<file path="config.mk">
export PLATFORM = sky130hd
export DESIGN_NAME = digit_scan_mux
export DESIGN_NICKNAME = d
export VERILOG_FILES = /design/src/rtl/digit_scan_mux.sv
export SDC_FILE = /design/constraint.sdc
export NUM_CORES = 1
export LEC_CHECK = 0
export CAP_MARGIN = 20
export CORE_ASPECT_RATIO = 1.25
export CORE_MARGIN = 2
export CORE_UTILIZATION = 55
export CTS_CLUSTER_DIAMETER = 40
export DETAILED_ROUTE_END_ITERATION = 12
export PLACE_DENSITY_LB_ADDON = 0.1
export SLEW_MARGIN = 20
export SYNTH_ARGS = -nofsm -noshare
export SYNTH_HDL_FRONTEND = slang
export SYNTH_SLANG_ARGS = --single-unit
</file>
<file path="constraint.sdc">
create_clock -name clk -period 8.1 [get_ports clk]
set_input_delay 1.62 -clock clk [delete_from_list [all_inputs] [get_ports clk]]
set_output_delay 1.62 -clock clk [all_outputs]
set_load 0.02 [all_outputs]
</file>
<file path="src/rtl/digit_scan_mux.sv">
// digit_scan_mux: N-digit common-cathode scanner with dead-time.
// `define DIGIT_SCAN_DIM_EN adds duty[3:0] PWM dimming.
`timescale 1ns/1ps
module digit_scan_mux #(
  parameter int NUM_DIGITS = 4,
  parameter int SCAN_DIV   = 50000,
  parameter int DEAD_CYC   = 500,
  parameter int VAL_W      = 4,
  localparam int IDX_W =
    (NUM_DIGITS > 1) ? $clog2(NUM_DIGITS) : 1,
  localparam int CNT_W = $clog2(SCAN_DIV)
) (
  input  logic                        clk,
  input  logic                        reset_n,
  input  logic                        en,
  input  logic [NUM_DIGITS*VAL_W-1:0] digit_vals,
  input  logic [NUM_DIGITS-1:0]       blank_mask,
`ifdef DIGIT_SCAN_DIM_EN
  input  logic [3:0]                  duty,
`endif
  output logic [NUM_DIGITS-1:0]       ct,
  output logic [IDX_W-1:0]            digit_idx,
  output logic [VAL_W-1:0]            val_out,
  output logic                        frame_tick
);

  typedef enum logic {
    ST_DEAD = 1'b0,
    ST_ON   = 1'b1
  } state_e;

  localparam logic [CNT_W-1:0] LAST_CNT =
    CNT_W'(SCAN_DIV - 1);
  localparam logic [CNT_W-1:0] DEAD_CNT =
    CNT_W'(DEAD_CYC);
  localparam logic [IDX_W-1:0] LAST_IDX =
    IDX_W'(NUM_DIGITS - 1);

  logic [CNT_W-1:0]      cnt_q, cnt_d;
  state_e                state_q, state_d;
  logic [IDX_W-1:0]      idx_q, idx_d;
  logic [VAL_W-1:0]      val_q, val_d;
  logic [NUM_DIGITS-1:0] ct_q, ct_d;
  logic                  tick_q, tick_d;
  logic                  slot_end;
  logic                  lit;

`ifdef DIGIT_SCAN_DIM_EN
  logic [3:0] pwm_q, pwm_d;

  // Free-running dimming phase counter.
  always_comb begin
    pwm_d = pwm_q + 4'd1;
  end

  // PWM phase register.
  always_ff @(posedge clk or negedge reset_n) begin
    if (!reset_n) begin
      pwm_q <= 4'd0;
    end else begin
      pwm_q <= pwm_d;
    end
  end
`endif

  // Slot counter, digit index and frame pulse.
  always_comb begin
    slot_end = en && (cnt_q == LAST_CNT);
    cnt_d    = cnt_q;
    idx_d    = idx_q;
    tick_d   = 1'b0;
    unique case (1'b1)
      !en: begin
        cnt_d = '0;
      end
      slot_end: begin
        cnt_d  = '0;
        tick_d = (idx_q == LAST_IDX);
        idx_d  = (idx_q == LAST_IDX) ?
                 '0 : idx_q + 1'b1;
      end
      default: begin
        cnt_d = cnt_q + 1'b1;
      end
    endcase
  end

  // DEAD/ON sequencing within a slot.
  always_comb begin
    state_d = state_q;
    unique case (state_q)
      ST_DEAD: begin
        if (en && (cnt_d == DEAD_CNT))
          state_d = ST_ON;
      end
      ST_ON: begin
        if (!en || slot_end)
          state_d = ST_DEAD;
      end
      default: begin
        state_d = ST_DEAD;
      end
    endcase
  end

  // Value is captured as a slot begins and held.
  always_comb begin
    val_d = val_q;
    if (cnt_d == '0)
      val_d = digit_vals[idx_d*VAL_W +: VAL_W];
  end

  // One-cold cathode drive for the next cycle.
  always_comb begin
    lit = (state_d == ST_ON) && !blank_mask[idx_d];
`ifdef DIGIT_SCAN_DIM_EN
    lit = lit && (pwm_d < duty);
`endif
    ct_d = '1;
    if (lit)
      ct_d = ~(NUM_DIGITS'(1) << idx_d);
  end

  // Scan state and output registers.
  always_ff @(posedge clk or negedge reset_n) begin
    if (!reset_n) begin
      cnt_q   <= '0;
      state_q <= ST_DEAD;
      idx_q   <= '0;
      val_q   <= '0;
      ct_q    <= '1;
      tick_q  <= 1'b0;
    end else begin
      cnt_q   <= cnt_d;
      state_q <= state_d;
      idx_q   <= idx_d;
      val_q   <= val_d;
      ct_q    <= ct_d;
      tick_q  <= tick_d;
    end
  end

  assign ct         = ct_q;
  assign digit_idx  = idx_q;
  assign val_out    = val_q;
  assign frame_tick = tick_q;

endmodule

</file>
==> Yosys cells after proc, flatten, opt, wreduce, memory -nomap -nowiden <==
Index checks and enable logic that the tools add are counted.
{ "classes": {"add_sub_neg": 2, "mul": 0, "div": 0, "n_lt_le_gt_ge": 1, "eq_ne": 3, "shift": 2, "n_mux": 10, "bitwise": 2, "n_reduce_logical": 8} }
{ "ops": {"columns": ["operator", "count"], "rows": [
  ["$add 16x1->16 const B", 1],
  ["$eq 16x16->1 const B", 1],
  ["$eq 16x9->1 const B", 1],
  ["$logic_not 16->1", 1],
  ["$mux 16", 1],
  ["$shiftx 16x5->4", 1],
  ["$mux 1", 4],
  ["$mux 2", 2],
  ["$mux 4", 1],
  ["$not 4->4", 1],
  ["$shl 1x2->4 const A", 1],
  ["$logic_and 1x1->1", 3],
  ["$lt 2x3->1 const B", 1],
  ["$add 2x1->2 const B", 1],
  ["$bmux 1 s2", 1],
  ["$eq 2x2->1 const B", 1],
  ["$logic_not 1->1", 2],
  ["$pmux 1 s2", 1],
  ["$reduce_or 2->1", 1],
  ["$logic_or 1x1->1", 1],
  ["$not 1->1", 1]
]} }
{ "totals": {"reg_bits": 28, "latch_bits": 0, "mem_bits_rw": 0, "rom_bits": 0, "output_inout_bits": 11, "word_cells": 34, "memories": 0} }

==> Longest topological paths before layout <==
{ "depth": {"depth_word": 10, "mapped_depth": 10, "ltp_nobuf": 8} }

==> Worst setup path after synthesis <==
OpenSTA, ideal clock, no wires.
{ "synth_timing": {"path_type": "input to register", "start": "in en", "end": "reg val_q[2] (netlist: val_out[2])", "arrival_time_ns": 2.647, "required_ns": 7.975, "path_slack_ns": 5.328, "stages": 6, "n_path_buf": 1, "path_cell_list": "nand4_1 mux2_4 buf_12 mux2i_1 mux2i_1 mux2_2"} }
{ "synth_between": {"word_cells_on_any_way": 7, "cone_classes": "1 x shift; 2 x mux; 4 x reduce/logical"} }
{ "synth_lines": {"columns": ["item", "line", "text"], "rows": [
  ["start: declaration", "15", "input logic en,"],
  ["$logic_and 1x1->1", "68", "slot_end = en && (cnt_q == LAST_CNT);"],
  ["$mux 2", "72", "unique case (1'b1)"],
  ["net idx_d[0]", "41", "logic [IDX_W-1:0] idx_q, idx_d;"],
  ["$shiftx 16x5->4", "110", "val_d = digit_vals[idx_d*VAL_W +: VAL_W];"],
  ["end signal: assignment", "137", "val_q <= val_d;"],
  ["end: declaration", "42", "logic [VAL_W-1:0] val_q, val_d;"]
]} }
The timed path passes the listed nets, and every way through them passes these cells.
A chain may end at the register's enable or synchronous reset.

==> Final worst setup path <==
{ "layout_timing": {"start": "in en", "end": "reg val_q[0] (netlist: val_out[0])"} }
{ "layout_between": {"elab_chain_len": 4, "word_cells_on_any_way": 7, "cone_classes": "1 x shift; 2 x mux; 4 x reduce/logical"} }
{ "layout_lines": {"columns": ["item"], "rows": [
  ["branches (longest 4 deep; another with $shiftx 16x5->4)"]
]} }
Parallel ways; which one is timed is not known.

==> impl_metrics.env <==
export IMPL_grt_max_degree=29
export IMPL_intPower_mw=0.197
export IMPL_irDropWorstVdd_mv=0.0972
export IMPL_dp_cells=221
export IMPL_cp_start_kind="input pin"
export IMPL_switching_share_pct=24.3
export IMPL_power_frac_comb_pct=16.8
export IMPL_cts_sinks=28
export IMPL_gp_congestion=0.900
export IMPL_antenna_left=0
export IMPL_viasPerCell=5.98
export IMPL_place_area_um2=1950
export IMPL_worst_pin_slew_ns=0.484
export IMPL_hold_class="flip-flop to flip-flop"
export IMPL_clk_path_buf_depth=2
export IMPL_dp_hpwl_um=2700
export IMPL_synthCells=160
export IMPL_wl_per_cell_um=15.9
export IMPL_synth_area_um2=1670
export IMPL_drv_slew=0
export IMPL_fin_skew_ns=0.00531
export IMPL_worstPathArrival_ns=3.36
export IMPL_slew_headroom_pct=67.7
export IMPL_design_area_um2=1990
export IMPL_p_clk_share_pct=26.0
export IMPL_initial_core_util_pct=57.2
export IMPL_ctsRootBufferMaster="clkbuf_4"
export IMPL_async_reset_ff_share_pct=100
export IMPL_use_met3_pct=3.86
export IMPL_cts_resized=0
export IMPL_synth_edff_count=0
export IMPL_power_frac_seq_pct=57.2
export IMPL_grt_pass1_wl_um=6290
export IMPL_port_buffer_count=33
export IMPL_mostFrequentLayoutCell="clkdlybuf4s50_1"
export IMPL_grt_busiest_layer="met2"
export IMPL_grt_setup_unrepaired="false"
export IMPL_post_cts_buffers=0
export IMPL_die_area_um2=3490
export IMPL_clkTransAtPathRegs_ns=0.14
export IMPL_htree_num_levels=1
export IMPL_dieHeight_um=65.6
export IMPL_nNetsFinal=215
export IMPL_dieWidth_um=53.3
export IMPL_total_power_mw=0.260
export IMPL_gr_usage_met1_pct=32.0
export IMPL_grt_pass1_vias=1387
export IMPL_syn2layout_area_growth_pct=19.3
export IMPL_fmax_ghz=0.319
export IMPL_clk_latency_ns=0.32
export IMPL_ys_types=47
export IMPL_final_cell_mix="clkdlybuf4s50_1, dfrtp_1, nor2_1"
export IMPL_gr_total_overflow=0
export IMPL_dr_total_vias=1345
export IMPL_drc=0
export IMPL_cts_tree="yes"
export IMPL_fin_cells=225
export IMPL_criticalPathCategory="input pin to flip-flop"
export IMPL_synth_avg_cell_area_um2=10.4
export IMPL_drt_pass1_iter_count=4
export IMPL_min_period_over_period_pct=38.7
export IMPL_drt_wl_total_um=3580
export IMPL_fin_setup_tns_ns=0
export IMPL_numCtsBuffers=3
export IMPL_worstPathMaxFanout=13
export IMPL_coreArea_um2=2920
export IMPL_finalSetupViolations=0
export IMPL_period_needed_ns=3.14
export IMPL_hold_ws_ns=0.534
export IMPL_grtUsageMet2_pct=38.6
export IMPL_required_ns=8.32
export IMPL_placementRows=22
export IMPL_p_sw_mw=0.0631
export IMPL_hold_violations=0
export IMPL_diodes=0
export IMPL_end_kind="flip-flop"
export IMPL_antenna_found_initial=0
export IMPL_ys_seq_area_share_pct=42.3
export IMPL_max_cap_violations=0
export IMPL_power_density_nw_per_um2=131
export IMPL_leakage_nw=0.807
export IMPL_synth_warnings=0
export IMPL_grt_usage_pct=23.8
export IMPL_num_io_pins=34
export IMPL_synth_nets=185
export IMPL_fillCellCount=237
export IMPL_layout_drive_gt1_share_pct=12.7
export IMPL_status="complete, no violations"
export IMPL_drt_iter0_drc=96
export IMPL_ys_ff_latch=28
export IMPL_synth_top_flop_cell="dfrtp_1"
export IMPL_hold_buffers=0
critical path: stages:
cell             delay, ns
clkdlybuf4s50_1       0.58
inv_1                 0.11
nor3_2                0.18
mux2_4                0.29
mux2i_1               0.23
mux2i_1               0.09
mux2_2                0.26
per-stage QoR:
| step | util [%] | worst slack [ns] |
|---|---|---|
| floorplan | - | 5.33 |
| global placement | 66.9 | 4.71 |
| detailed placement | 66.9 | 4.61 |
| CTS | 68.2 | 4.97 |
| global route | 68.2 | 4.85 |
| finish | 68.2 | 4.96 |
area by class of cell:
| type | instances | area, µm² | share of cell area (%) |
|---|---|---|---|
| multi-input cells | 117 | 842 | 42.3 |
| inverters | 6 | 22.5 | 1.13 |
| repair buffers | 34 | 338 | 17.0 |
| clock buffers | 4 | 36.3 | 1.82 |
| flip-flops and latches | 28 | 706 | 35.5 |
| well taps | 36 | 45.0 | 2.26 |
state kept, by name (all words and copies together) (netlist names):
name        cells
state_q         1
ct              4
digit_idx       2
val_out         4
cnt_q          16
frame_tick      1
path summary, 6_finish.rpt:
check | depth (start not counted) | from | endpoint | slack [ns]
max in group asynchronous | 2 | reset_n | ct[3] | 6.14
max reg2reg | 8 | cnt_q[0] | val_out[1] | 5.14
min in group asynchronous | 2 | reset_n | cnt_q[13] | 1.65
min | 1 | val_out[0] | val_out[0] | 0.53
max | 7 | en | val_out[0] | 4.96
min reg2reg | 1 | val_out[0] | val_out[0] | 0.53
metal layers:
metal | up-vias | part of all wire, %
met1 | 654 | 42
met2 | 43 | 52
met4 | 0 | 1.6
met5 | - | 0
met3 | 6 | 5.0
li1 | 642 | -
cells in the mapped netlist (2+ instances only):
library cell	count	area (µm²)
dfrtp_1	24	601
nor2_1	21	78.8
mux2i_1	13	130
nand2_1	8	30.0
nand4_1	8	50.1
xor2_1	8	70.1
nand3_1	6	30.0
xnor2_1	6	52.6
inv_1	5	18.8
dfstp_2	4	105
mux2_2	4	45.0
nor3_1	4	20.0
a21oi_1	3	15.0
clkbuf_8	3	41.3
and4_1	2	17.5
clkbuf_1	2	7.51
ha_1	2	25.0
nand4b_1	2	17.5
nor3_2	2	20.0
nor4_1	2	12.5
o21ai_0	2	10.0
o31a_1	2	17.5
or4_1	2	15.0
or4_4	2	22.5
power by group through the flow:
| stage | Combinational [mW] | Clock [mW] | Sequential [mW] |
|---|---|---|---|
| 2_1_floorplan | 0.0158 | 0 | 0.156 |
| 3_3_place_gp | 0.0434 | 0 | 0.151 |
| 3_5_place_dp | 0.0443 | 0 | 0.151 |
| 4_1_cts | 0.0445 | 0.0688 | 0.149 |
| 5_1_grt | 0.0475 | 0.0760 | 0.149 |
| 6_report | 0.0437 | 0.0677 | 0.149 |
logic make-up (layout without fill, tap and decap cells):
| group | count (synthesis) | count (layout) | share of synthesized area, % |
|---|---|---|---|
| mux | 18 | 18 | 11.4 |
| fa+ha+maj | 2 | 2 | 1.50 |
| compound gates | 15 | 15 | 6.53 |
| buf+inv | 15 | 44 | 7.20 |
| simple gates | 68 | 68 | 23.7 |
| xor+xnor | 14 | 14 | 7.35 |
| flops | 28 | 28 | 42.3 |
(Power assumes the default switching activity.)
